## config.mk

```make
export PLATFORM = sky130hd
export DESIGN_NAME = instr_sequencer_flat
export DESIGN_NICKNAME = d
export VERILOG_FILES = /design/src/rtl/instr_sequencer_if.sv /design/src/rtl/instr_sequencer.sv /design/src/flat_wrapper.sv
export SDC_FILE = /design/constraint.sdc
export NUM_CORES = 1
export LEC_CHECK = 0
export CAP_MARGIN = 40
export CELL_PAD_IN_SITES_DETAIL_PLACEMENT = 1
export CELL_PAD_IN_SITES_GLOBAL_PLACEMENT = 2
export CORE_MARGIN = 2
export CORE_UTILIZATION = 29
export CTS_BUF_LIST = sky130_fd_sc_hd__clkbuf_16
export CTS_CLUSTER_DIAMETER = 80
export DETAILED_ROUTE_END_ITERATION = 6
export PLACE_DENSITY_LB_ADDON = 0.1
export SYNTH_ARGS = -nofsm -noshare
export SYNTH_HDL_FRONTEND = slang
export SYNTH_SLANG_ARGS = --single-unit
```

## constraint.sdc

```tcl
create_clock -name clk -period 2.2 [get_ports clk]
set_input_delay 0.55 -clock clk [delete_from_list [all_inputs] [get_ports clk]]
set_output_delay 0.55 -clock clk [all_outputs]
set_load 0.005 [all_outputs]
```

## src/rtl/instr_sequencer_if.sv

```systemverilog
// Memory handshake bundle between the sequencer and instruction/data memory.
// A request stays high until its ack arrives; the ack is sampled only in the matching request state.
interface instr_sequencer_if;
  logic imem_req;
  logic imem_ack;
  logic dmem_req;
  logic dmem_we;
  logic dmem_ack;

  modport master (output imem_req, output dmem_req, output dmem_we,
                  input  imem_ack, input  dmem_ack);
  modport slave  (input  imem_req, input  dmem_req, input  dmem_we,
                  output imem_ack, output dmem_ack);
endinterface

```

## src/rtl/instr_sequencer.sv

```systemverilog
// Multicycle fetch/decode/execute/memory/writeback sequencer with single-cycle
// write strobes and a memory-ack watchdog that parks the core in a sticky error state.
module instr_sequencer #(
  parameter int TIMEOUT = 16,
  parameter int CNT_W   = 16
) (
  input  logic              clk,
  input  logic              rst_n,
  input  logic              run,
  input  logic [1:0]        dec_op,
  input  logic              dec_cond_pass,
  input  logic              dec_reg_wr,
  input  logic              dec_mem_wr,
  input  logic              dec_alu_set,
  instr_sequencer_if.master mem,
  output logic              ir_en,
  output logic              pc_en,
  output logic              pc_sel_branch,
  output logic              flags_en,
  output logic              rf_we,
  output logic              busy,
  output logic              error,
  output logic [2:0]        state,
  output logic [CNT_W-1:0]  instr_count
);

  localparam int WAIT_W = (TIMEOUT < 2) ? 1 : $clog2(TIMEOUT + 1);
  localparam logic [WAIT_W-1:0] WAIT_LAST = WAIT_W'(TIMEOUT - 1);

  typedef enum logic [2:0] {
    S_IDLE   = 3'd0,
    S_FETCH  = 3'd1,
    S_DECODE = 3'd2,
    S_EXEC   = 3'd3,
    S_MEM    = 3'd4,
    S_WB     = 3'd5,
    S_ERR    = 3'd7
  } state_e;

  state_e             state_q, state_d;
  logic               error_q, error_d;
  logic [CNT_W-1:0]   cnt_q, cnt_d;
  logic [WAIT_W-1:0]  wait_q, wait_d;
  logic               retire;

  always_ff @(posedge clk or negedge rst_n) begin
    if (!rst_n) begin
      state_q <= S_IDLE;
      error_q <= 1'b0;
      cnt_q   <= '0;
      wait_q  <= '0;
    end else begin
      state_q <= state_d;
      error_q <= error_d;
      cnt_q   <= cnt_d;
      wait_q  <= wait_d;
    end
  end

  always_comb begin
    state_d       = state_q;
    error_d       = error_q;
    cnt_d         = cnt_q;
    wait_d        = '0;
    retire        = 1'b0;
    mem.imem_req  = 1'b0;
    mem.dmem_req  = 1'b0;
    mem.dmem_we   = 1'b0;
    ir_en         = 1'b0;
    pc_en         = 1'b0;
    pc_sel_branch = 1'b0;
    flags_en      = 1'b0;
    rf_we         = 1'b0;

    case (state_q)
      S_IDLE: begin
        if (run) state_d = S_FETCH;
      end
      S_FETCH: begin
        mem.imem_req = 1'b1;
        if (mem.imem_ack) begin
          ir_en   = 1'b1;
          state_d = S_DECODE;
        end else if (wait_q == WAIT_LAST) begin
          state_d = S_ERR;
          error_d = 1'b1;
        end else begin
          wait_d = wait_q + WAIT_W'(1);
        end
      end
      S_DECODE: begin
        if (!dec_cond_pass || dec_op == 2'd3) retire = 1'b1;
        else                                  state_d = S_EXEC;
      end
      S_EXEC: begin
        flags_en = dec_alu_set && (dec_op == 2'd0);
        case (dec_op)
          2'd0: begin
            if (dec_reg_wr) state_d = S_WB;
            else            retire  = 1'b1;
          end
          2'd1: state_d = S_MEM;
          2'd2: begin
            retire        = 1'b1;
            pc_sel_branch = 1'b1;
          end
          default: retire = 1'b1;
        endcase
      end
      S_MEM: begin
        mem.dmem_req = 1'b1;
        mem.dmem_we  = dec_mem_wr;
        if (mem.dmem_ack) begin
          if (dec_reg_wr) state_d = S_WB;
          else            retire  = 1'b1;
        end else if (wait_q == WAIT_LAST) begin
          state_d = S_ERR;
          error_d = 1'b1;
        end else begin
          wait_d = wait_q + WAIT_W'(1);
        end
      end
      S_WB: begin
        rf_we  = 1'b1;
        retire = 1'b1;
      end
      S_ERR: begin
        state_d = S_ERR;
      end
      default: state_d = S_IDLE;
    endcase

    // Every retirement path funnels through here so pc_en pulses exactly once per instruction.
    if (retire) begin
      pc_en   = 1'b1;
      cnt_d   = cnt_q + CNT_W'(1);
      state_d = run ? S_FETCH : S_IDLE;
    end
  end

  assign busy        = (state_q != S_IDLE) && (state_q != S_ERR);
  assign error       = error_q;
  assign state       = state_q;
  assign instr_count = cnt_q;

endmodule

```

## src/flat_wrapper.sv

```systemverilog
// flat-port wrapper written by rule: the top's interface ports become plain ports
module instr_sequencer_flat 
#(
  parameter int TIMEOUT = 16,
  parameter int CNT_W   = 16
)
  (clk, rst_n, run, dec_op, dec_cond_pass, dec_reg_wr, dec_mem_wr, dec_alu_set, ir_en, pc_en, pc_sel_branch, flags_en, rf_we, busy, error, state, instr_count, mem_imem_req, mem_dmem_req, mem_dmem_we, mem_imem_ack, mem_dmem_ack);
  instr_sequencer_if mem_i ();
  input  logic clk;
  input  logic rst_n;
  input  logic run;
  input  logic [1:0] dec_op;
  input  logic dec_cond_pass;
  input  logic dec_reg_wr;
  input  logic dec_mem_wr;
  input  logic dec_alu_set;
  output logic ir_en;
  output logic pc_en;
  output logic pc_sel_branch;
  output logic flags_en;
  output logic rf_we;
  output logic busy;
  output logic error;
  output logic [2:0] state;
  output logic [CNT_W-1:0] instr_count;
  output wire logic [$bits(mem_i.imem_req)-1:0] mem_imem_req;
  output wire logic [$bits(mem_i.dmem_req)-1:0] mem_dmem_req;
  output wire logic [$bits(mem_i.dmem_we)-1:0] mem_dmem_we;
  input wire logic [$bits(mem_i.imem_ack)-1:0] mem_imem_ack;
  input wire logic [$bits(mem_i.dmem_ack)-1:0] mem_dmem_ack;
  assign mem_imem_req = mem_i.imem_req;
  assign mem_dmem_req = mem_i.dmem_req;
  assign mem_dmem_we = mem_i.dmem_we;
  assign mem_i.imem_ack = mem_imem_ack;
  assign mem_i.dmem_ack = mem_dmem_ack;
  instr_sequencer #(.TIMEOUT(TIMEOUT), .CNT_W(CNT_W)) u_core (.clk(clk), .rst_n(rst_n), .run(run), .dec_op(dec_op), .dec_cond_pass(dec_cond_pass), .dec_reg_wr(dec_reg_wr), .dec_mem_wr(dec_mem_wr), .dec_alu_set(dec_alu_set), .mem(mem_i), .ir_en(ir_en), .pc_en(pc_en), .pc_sel_branch(pc_sel_branch), .flags_en(flags_en), .rf_we(rf_we), .busy(busy), .error(error), .state(state), .instr_count(instr_count));
endmodule
```

==> impl_metrics.csv <==
group,metric,value,unit
clock_tree,cts.sinks,25,
sta,finalCritPeriodShare,98.4,%
routing,routed_wl,3940,um
critical_path,path_buf_inv,3,
sta,fin_skew,0.00580,ns
placed_design,place_hpwl,2940,um
power_and_ir_drop,total_power,2.23,mW
critical_path,crit_family,"buffers and inverters",
floorplanning,design.die.area,5650,sq um
synthesis,synth-seq-cells,25,
critical_path,path_max_fanout,4,
synthesis,synth_cells,148,
routing,drcViolationCount,0,
placed_design,numPortBuffers,39,
routing,wl_met3,136,um
layout,area_growth,49.4,%
layout,final_cells,270,
sta,setup_slack,0.0363,ns
layout,num_antenna_cells,0,
layout,drive_gt1_share,19.2,%
run,maxCapViolCount,0,
global_route,overflow,0,
global_route,grt_first_pass_wirelength,6560,um
critical_path,arrival,1.61,ns
global_route,grt_start_max_net_pins,26,
floorplanning,pin_count,40,
clock_tree,postCtsHoldBufs,0,
layout,fillers,560,
sta,slew_headroom,70.2,%
synthesis,yosysWarnings,0,
synthesis,synthArstFlopShare,100,%
placed_design,pre_cts_slack,-0.523,ns
synthesis,synth_edf_count,0,
sta,report.final.slew_viol_count,0,
sta,fmax,462,MHz
layout,mostFrequentLayoutCell,"clkdlybuf4s50_1",
clock_tree,cts_htree_levels,1,
layout,final_net_count,217,
critical_path,criticalPathCategory,"in -> out",
clock_tree,cts_buffers,3,
floorplanning,die_w,75.2,um
floorplanning,fp.coreArea,4820,sq um
routing,post_drt_wl_per_cell,14.6,um
layout,final_cell_mix,"29 x clkdlybuf4s50_1, 22 x dfrtp_1, 16 x buf_4",
critical_path,crit_path_top_delay_cell,"a211o_4",
outcome,status,"completed",
sta,post-route-min-period,2.16,ns
critical_path,crit_chain,"dlygate4sd2_1 -> and4b_1 -> a211o_4 -> nor2_4 -> inv_2 -> clkbuf_2",
power_and_ir_drop,p_leak,0.959,nW
critical_path,slowest_delay,0.32,ns
sta,setup_viol,0,
clock_tree,clk_latency,0.26,ns
routing,wl_met1,1970,um
layout,final_util,45.6,%
min_path,hold_path_class,"reg -> reg",
sta,rsz0062_at_grt,"true",
routing,num_vias,1337,
floorplanning,rows,25,
critical_path,crit_start,"dec_op[1]",
floorplanning,die_h,75.2,um
synthesis,synth_ff_type,"dfrtp_1",
sta,hold_viol,0,
floorplanning,start_util,30.5,%
clock_tree,cts_root_buffer,"clkbuf_16",
routing,drt_iter0_markers,41,
power_and_ir_drop,peakVddDrop,0.000486,V
sta,worstMarginPinSlew,0.443,ns
clock_tree,tritoncts,"yes",
routing,dr.pass1.iters,4,
min_path,hold_start,"u_core.error",
synthesis,seq_area_frac_synth,42.6,%
global_route,grt_pass1_vias,1288,
routing,vias_per_cell,4.95,
placed_design,dp.cells,260,
power_and_ir_drop,powerDensity,1020,nW/um^2
clock_tree,cts_buffer_depth,2,
routing,antenna_left,0,
global_route,antenna_found_initial,0,
critical_path,required,1.65,ns
synthesis,syn_avg_cell_area,9.93,sq um
clock_tree,path_clk_slew,0.06,ns
synthesis,netlist-cell-type-count,45,
global_route,grt.total_usage,15.0,%
routing,highest_layer,"met4",
placed_design,gp_congestion,0.795,
routing,met2_length,1820,um
critical_path,worstSetupEndpointType,"primary output",
synthesis,netlist_area,1470,sq um
synthesis,syn-num-nets,161,
critical_path,startpoint_type,"input port",
critical_path,r2r-start,"u_core.state[1]",
## final timing paths
path / slack (ns) / end / depth (start not counted)
setup / recovery: 0.04 / pc_en / 6
hold / removal: 0.46 / u_core.error / 1
setup reg to reg: 0.25 / u_core.state[0] / 8
hold reg to reg: 0.46 / u_core.error / 1
max in group asynchronous: 1.26 / u_core.state[1] / 2
min in group asynchronous: 0.66 / u_core.instr_count[8] / 2
## cell usage after synthesis, types with 2 or more instances
master	n	share of area, %
dfrtp_1	25	43
xnor2_1	15	8.9
o21ai_1	7	2.4
a21oi_1	6	2.0
inv_1	6	1.5
nand3_1	5	1.7
nor2_1	5	1.3
nor3_1	5	1.7
nor4_1	5	2.1
o2111ai_1	5	3.0
and2_1	4	1.7
and3_1	4	1.7
buf_2	4	1.4
nand2_1	4	1.0
o21ai_0	4	1.4
clkbuf_1	3	0.77
o211ai_1	3	1.5
xor2_1	3	1.8
and4b_1	2	1.4
buf_4	2	1.0
ha_1	2	1.7
nand4_1	2	0.85
nand4bb_1	2	1.5
nor3b_1	2	1.0
o311a_1	2	1.4
or3b_2	2	1.2
## repair_timing
item                       CTS  global route
pin swaps                    3             4
setup buffers                5             1
setup endpoints to repair    8             3
cloned                       0             0
resized for setup           18             6
## layer usage
layer | global-route usage (%) | vias to the layer above
met4 | 1.75 | 0
met2 | 22.1 | 23
met1 | 23.0 | 659
met3 | 3.35 | 2
met5 | 0 | -
li1 | - | 653
## sequential cells by signal, indices dropped and copies added (netlist names)
register            count
u_core.error            1
u_core.instr_count     16
u_core.state            3
u_core.wait_q           5
## power breakdown
group	total, mW	leakage (nW)	switching [mW]	internal, mW
registers	0.664	0.332	0.112	0.552
clock network	0.401	0.0423	0.158	0.243
logic	1.17	0.585	0.515	0.652
total	2.23	0.959	0.786	1.45
## kinds of logic (layout without fill, tap and decap cells)
logic type / Yosys count / count (layout) / synth area share, %
DFF: 25 / 25 / 42.6
AOI/OAI and AO/OA: 36 / 36 / 17.9
xor gates and xnor gates: 18 / 18 / 10.7
buffers and inverters: 16 / 71 / 4.94
adders and majority gates: 2 / 2 / 1.70
muxes: 1 / 1 / 0.767
and+or+nand+nor: 50 / 50 / 21.4
## metrics by stage
step	area [sq um]	hold slack (ns)	setup TNS, ns
after floorplan	1470	0.254	0
after detailed placement	2020	0.448	-1.93
after global routing	2190	0.498	-0.0289
after global placement	2020	0.441	-1.44
after CTS	2170	0.466	-0.106
final	2190	0.457	0
## cell type report
cell class              count  area (sq um)  area share, %
clock buffers               3          75.1           3.42
clock inverters             1          3.75          0.171
inverters                   7          26.3           1.20
multi-input cells         107           810           36.9
flip-flops and latches     25           629           28.7
well taps                  67          83.8           3.82
repair buffers             60           567           25.8
## worst reg2reg max path, stage by stage (launching register included)
cell	delay, ns
dfrtp_2	0.43
buf_6	0.13
and4b_1	0.20
a211o_4	0.32
nor2_4	0.12
inv_2	0.04
buf_4	0.12
buf_4	0.13
o311a_1	0.34
Power figures use the tool's default switching activity.
==> RTL change, RTL diff (same flow settings) <==
`CNT_W` is set to 16 in 2 places; all go to 24.
--- a/src/rtl/instr_sequencer.sv
+++ b/src/rtl/instr_sequencer.sv
@@ -2,7 +2,7 @@
 // write strobes and a memory-ack watchdog that parks the core in a sticky error state.
 module instr_sequencer #(
   parameter int TIMEOUT = 16,
-  parameter int CNT_W   = 16
+  parameter int CNT_W   = 24
 ) (
   input  logic              clk,
   input  logic              rst_n,
--- a/src/flat_wrapper.sv
+++ b/src/flat_wrapper.sv
@@ -2,7 +2,7 @@
 module instr_sequencer_flat 
 #(
   parameter int TIMEOUT = 16,
-  parameter int CNT_W   = 16
+  parameter int CNT_W   = 24
 )
   (clk, rst_n, run, dec_op, dec_cond_pass, dec_reg_wr, dec_mem_wr, dec_alu_set, ir_en, pc_en, pc_sel_branch, flags_en, rf_we, busy, error, state, instr_count, mem_imem_req, mem_dmem_req, mem_dmem_we, mem_imem_ack, mem_dmem_ack);
   instr_sequencer_if mem_i ();
Interface: changed (resized instr_count); port bits go from 40 to 48. No check against the original RTL was run, so the function may have changed too.
==> RTL change against the unedited design <==
Worst hold slack gained 0.012 ns; sequential power grew 21%; setup slack gained 0.045 ns; via count grew 18%; maximum frequency grew 2.1%; die area grew 23%; synthesized area grew 24%; final area grew 24%; cell count grew 20%; wire length grew 24%; largest cell class unchanged; sequential cell count grew 8; total power grew 10%.
==> RTL change: results (changes against the unedited design) <==
** Status
- Status :: completed (unchanged)

** GRT
- Global routing met3 resource utilization :: 4.374% (was 3.347%)
- The wire length of the first global-routing pass is 8521 microns (was 6555 microns).
- The overall routing resource usage came to 15.07% (was 14.99%).
- Met2 usage :: 24.49% (was 22.12%)
- Met1 Usage GRT :: 20.19% (was 23.05%)
- Via count of the first global-routing pass :: 1677 (was 1288)

** Critical path
- Launch point of the worst path :: u_core.state[2] (was dec_op[1])
- The largest stage delay on the critical path came to 0.50 ns (was 0.32 ns).
- Capture point of the critical path :: mem_imem_req (was pc_en)

** Placed design
- The number of instances in the placed design was 311 (was 260).
- Post-placement setup slack :: -0.3920 ns (was -0.5234 ns)
- The last weighted congestion value of the routability-driven placer was 0.7990 (was 0.7947).
- The port buffer count was 47 (was 39).
- Placed cell area :: 2504 sq um (was 2022 sq um)

** Timing
- Worst slew pin tran :: 0.4364 ns (was 0.4430 ns)
- Worst Clk Skew :: 0.006024 ns (was 0.005800 ns)
- The share of the clock period used by the worst path was 96.30% (was 98.35%).
- The tightest hold margin came to 0.4698 ns (was 0.4574 ns).

** Route
- The amount of wire on met3 after detailed routing is 240 microns (was 136 microns).
- Initial drt markers :: 47 (was 41)
- Routed Wire Length :: 4886 microns (was 3941 microns)
- Vias per cell :: 4.849 (was 4.952)
- Routed length on met2 :: 2363 microns (was 1823 microns)

** Clock tree
- Post-CTS Setup Bufs :: 6 (was 5)

** Finish
- Fill cell total of the finished layout :: 690 (was 560)
- The final cell count without fillers came to 325 (was 270).
- Multi-input combinational cell count :: 138 (was 107)
- The count of clock buffers in the final design is 5 (was 3).
- The final-layout non-clock buffer area share was 23.86% (was 25.83%).
- The sequential share of cell area came to 30.34% (was 28.68%).
- Layout-stage area growth over the synthesis result :: 49.76% (was 49.40%)
- The flip-flop count of the largest register, all copies and words added was 24 (was 16).
- The clock network area share is 5.002% (was 3.592%).

** Yosys
- Cell types with the highest counts after synthesis: sky130_fd_sc_hd__dfrtp_1 (33), sky130_fd_sc_hd__nand2_1 (17), sky130_fd_sc_hd__xnor2_1 (16) (was sky130_fd_sc_hd__dfrtp_1 (25), sky130_fd_sc_hd__xnor2_1 (15), sky130_fd_sc_hd__o21ai_1 (7)).
- Count of mapped cells out of synthesis :: 176 (was 148)

** Power
- Total Power :: 2.457 mW (was 2.232 mW)
- The leakage component of the power was 1.208 nW (was 0.9592 nW).
- Worst IR drop on VDD :: 0.0003792 V (was 0.0004861 V)
- The total combinational power is 1.02 mW (was 1.17 mW).

** Min path
- Hold endpoint :: u_core.wait_q[0] (was u_core.error)
## RTL change: changes by cell type in the layout (fill, tap and decap cells not counted), sizes merged, moves of 6 or more
| cell | unedited run | this run |
|---|---|---|
| o21ai | 11 | 3 |
| nand2 | 4 | 17 |
| clkdlybuf4s50 | 29 | 37 |
| nor3 | 5 | 12 |
| xor2 | 3 | 9 |
| nor2 | 6 | 15 |
| dfrtp | 25 | 33 |
| inv | 8 | 2 |
## RTL change: kinds of logic (layout without fill, tap and decap cells)
kind of cell / Yosys count / in the layout / share of synthesized area, %
and+or+nand+nor: 90 / 90 / 29.42
xor gates and xnor gates: 25 / 25 / 12.03
DFF: 33 / 33 / 45.36
adders and majority gates: 2 / 2 / 1.374
AOI/OAI and AO/OA: 20 / 20 / 10.04
buffers and inverters: 5 / 79 / 1.168
muxes: 1 / 1 / 0.6185
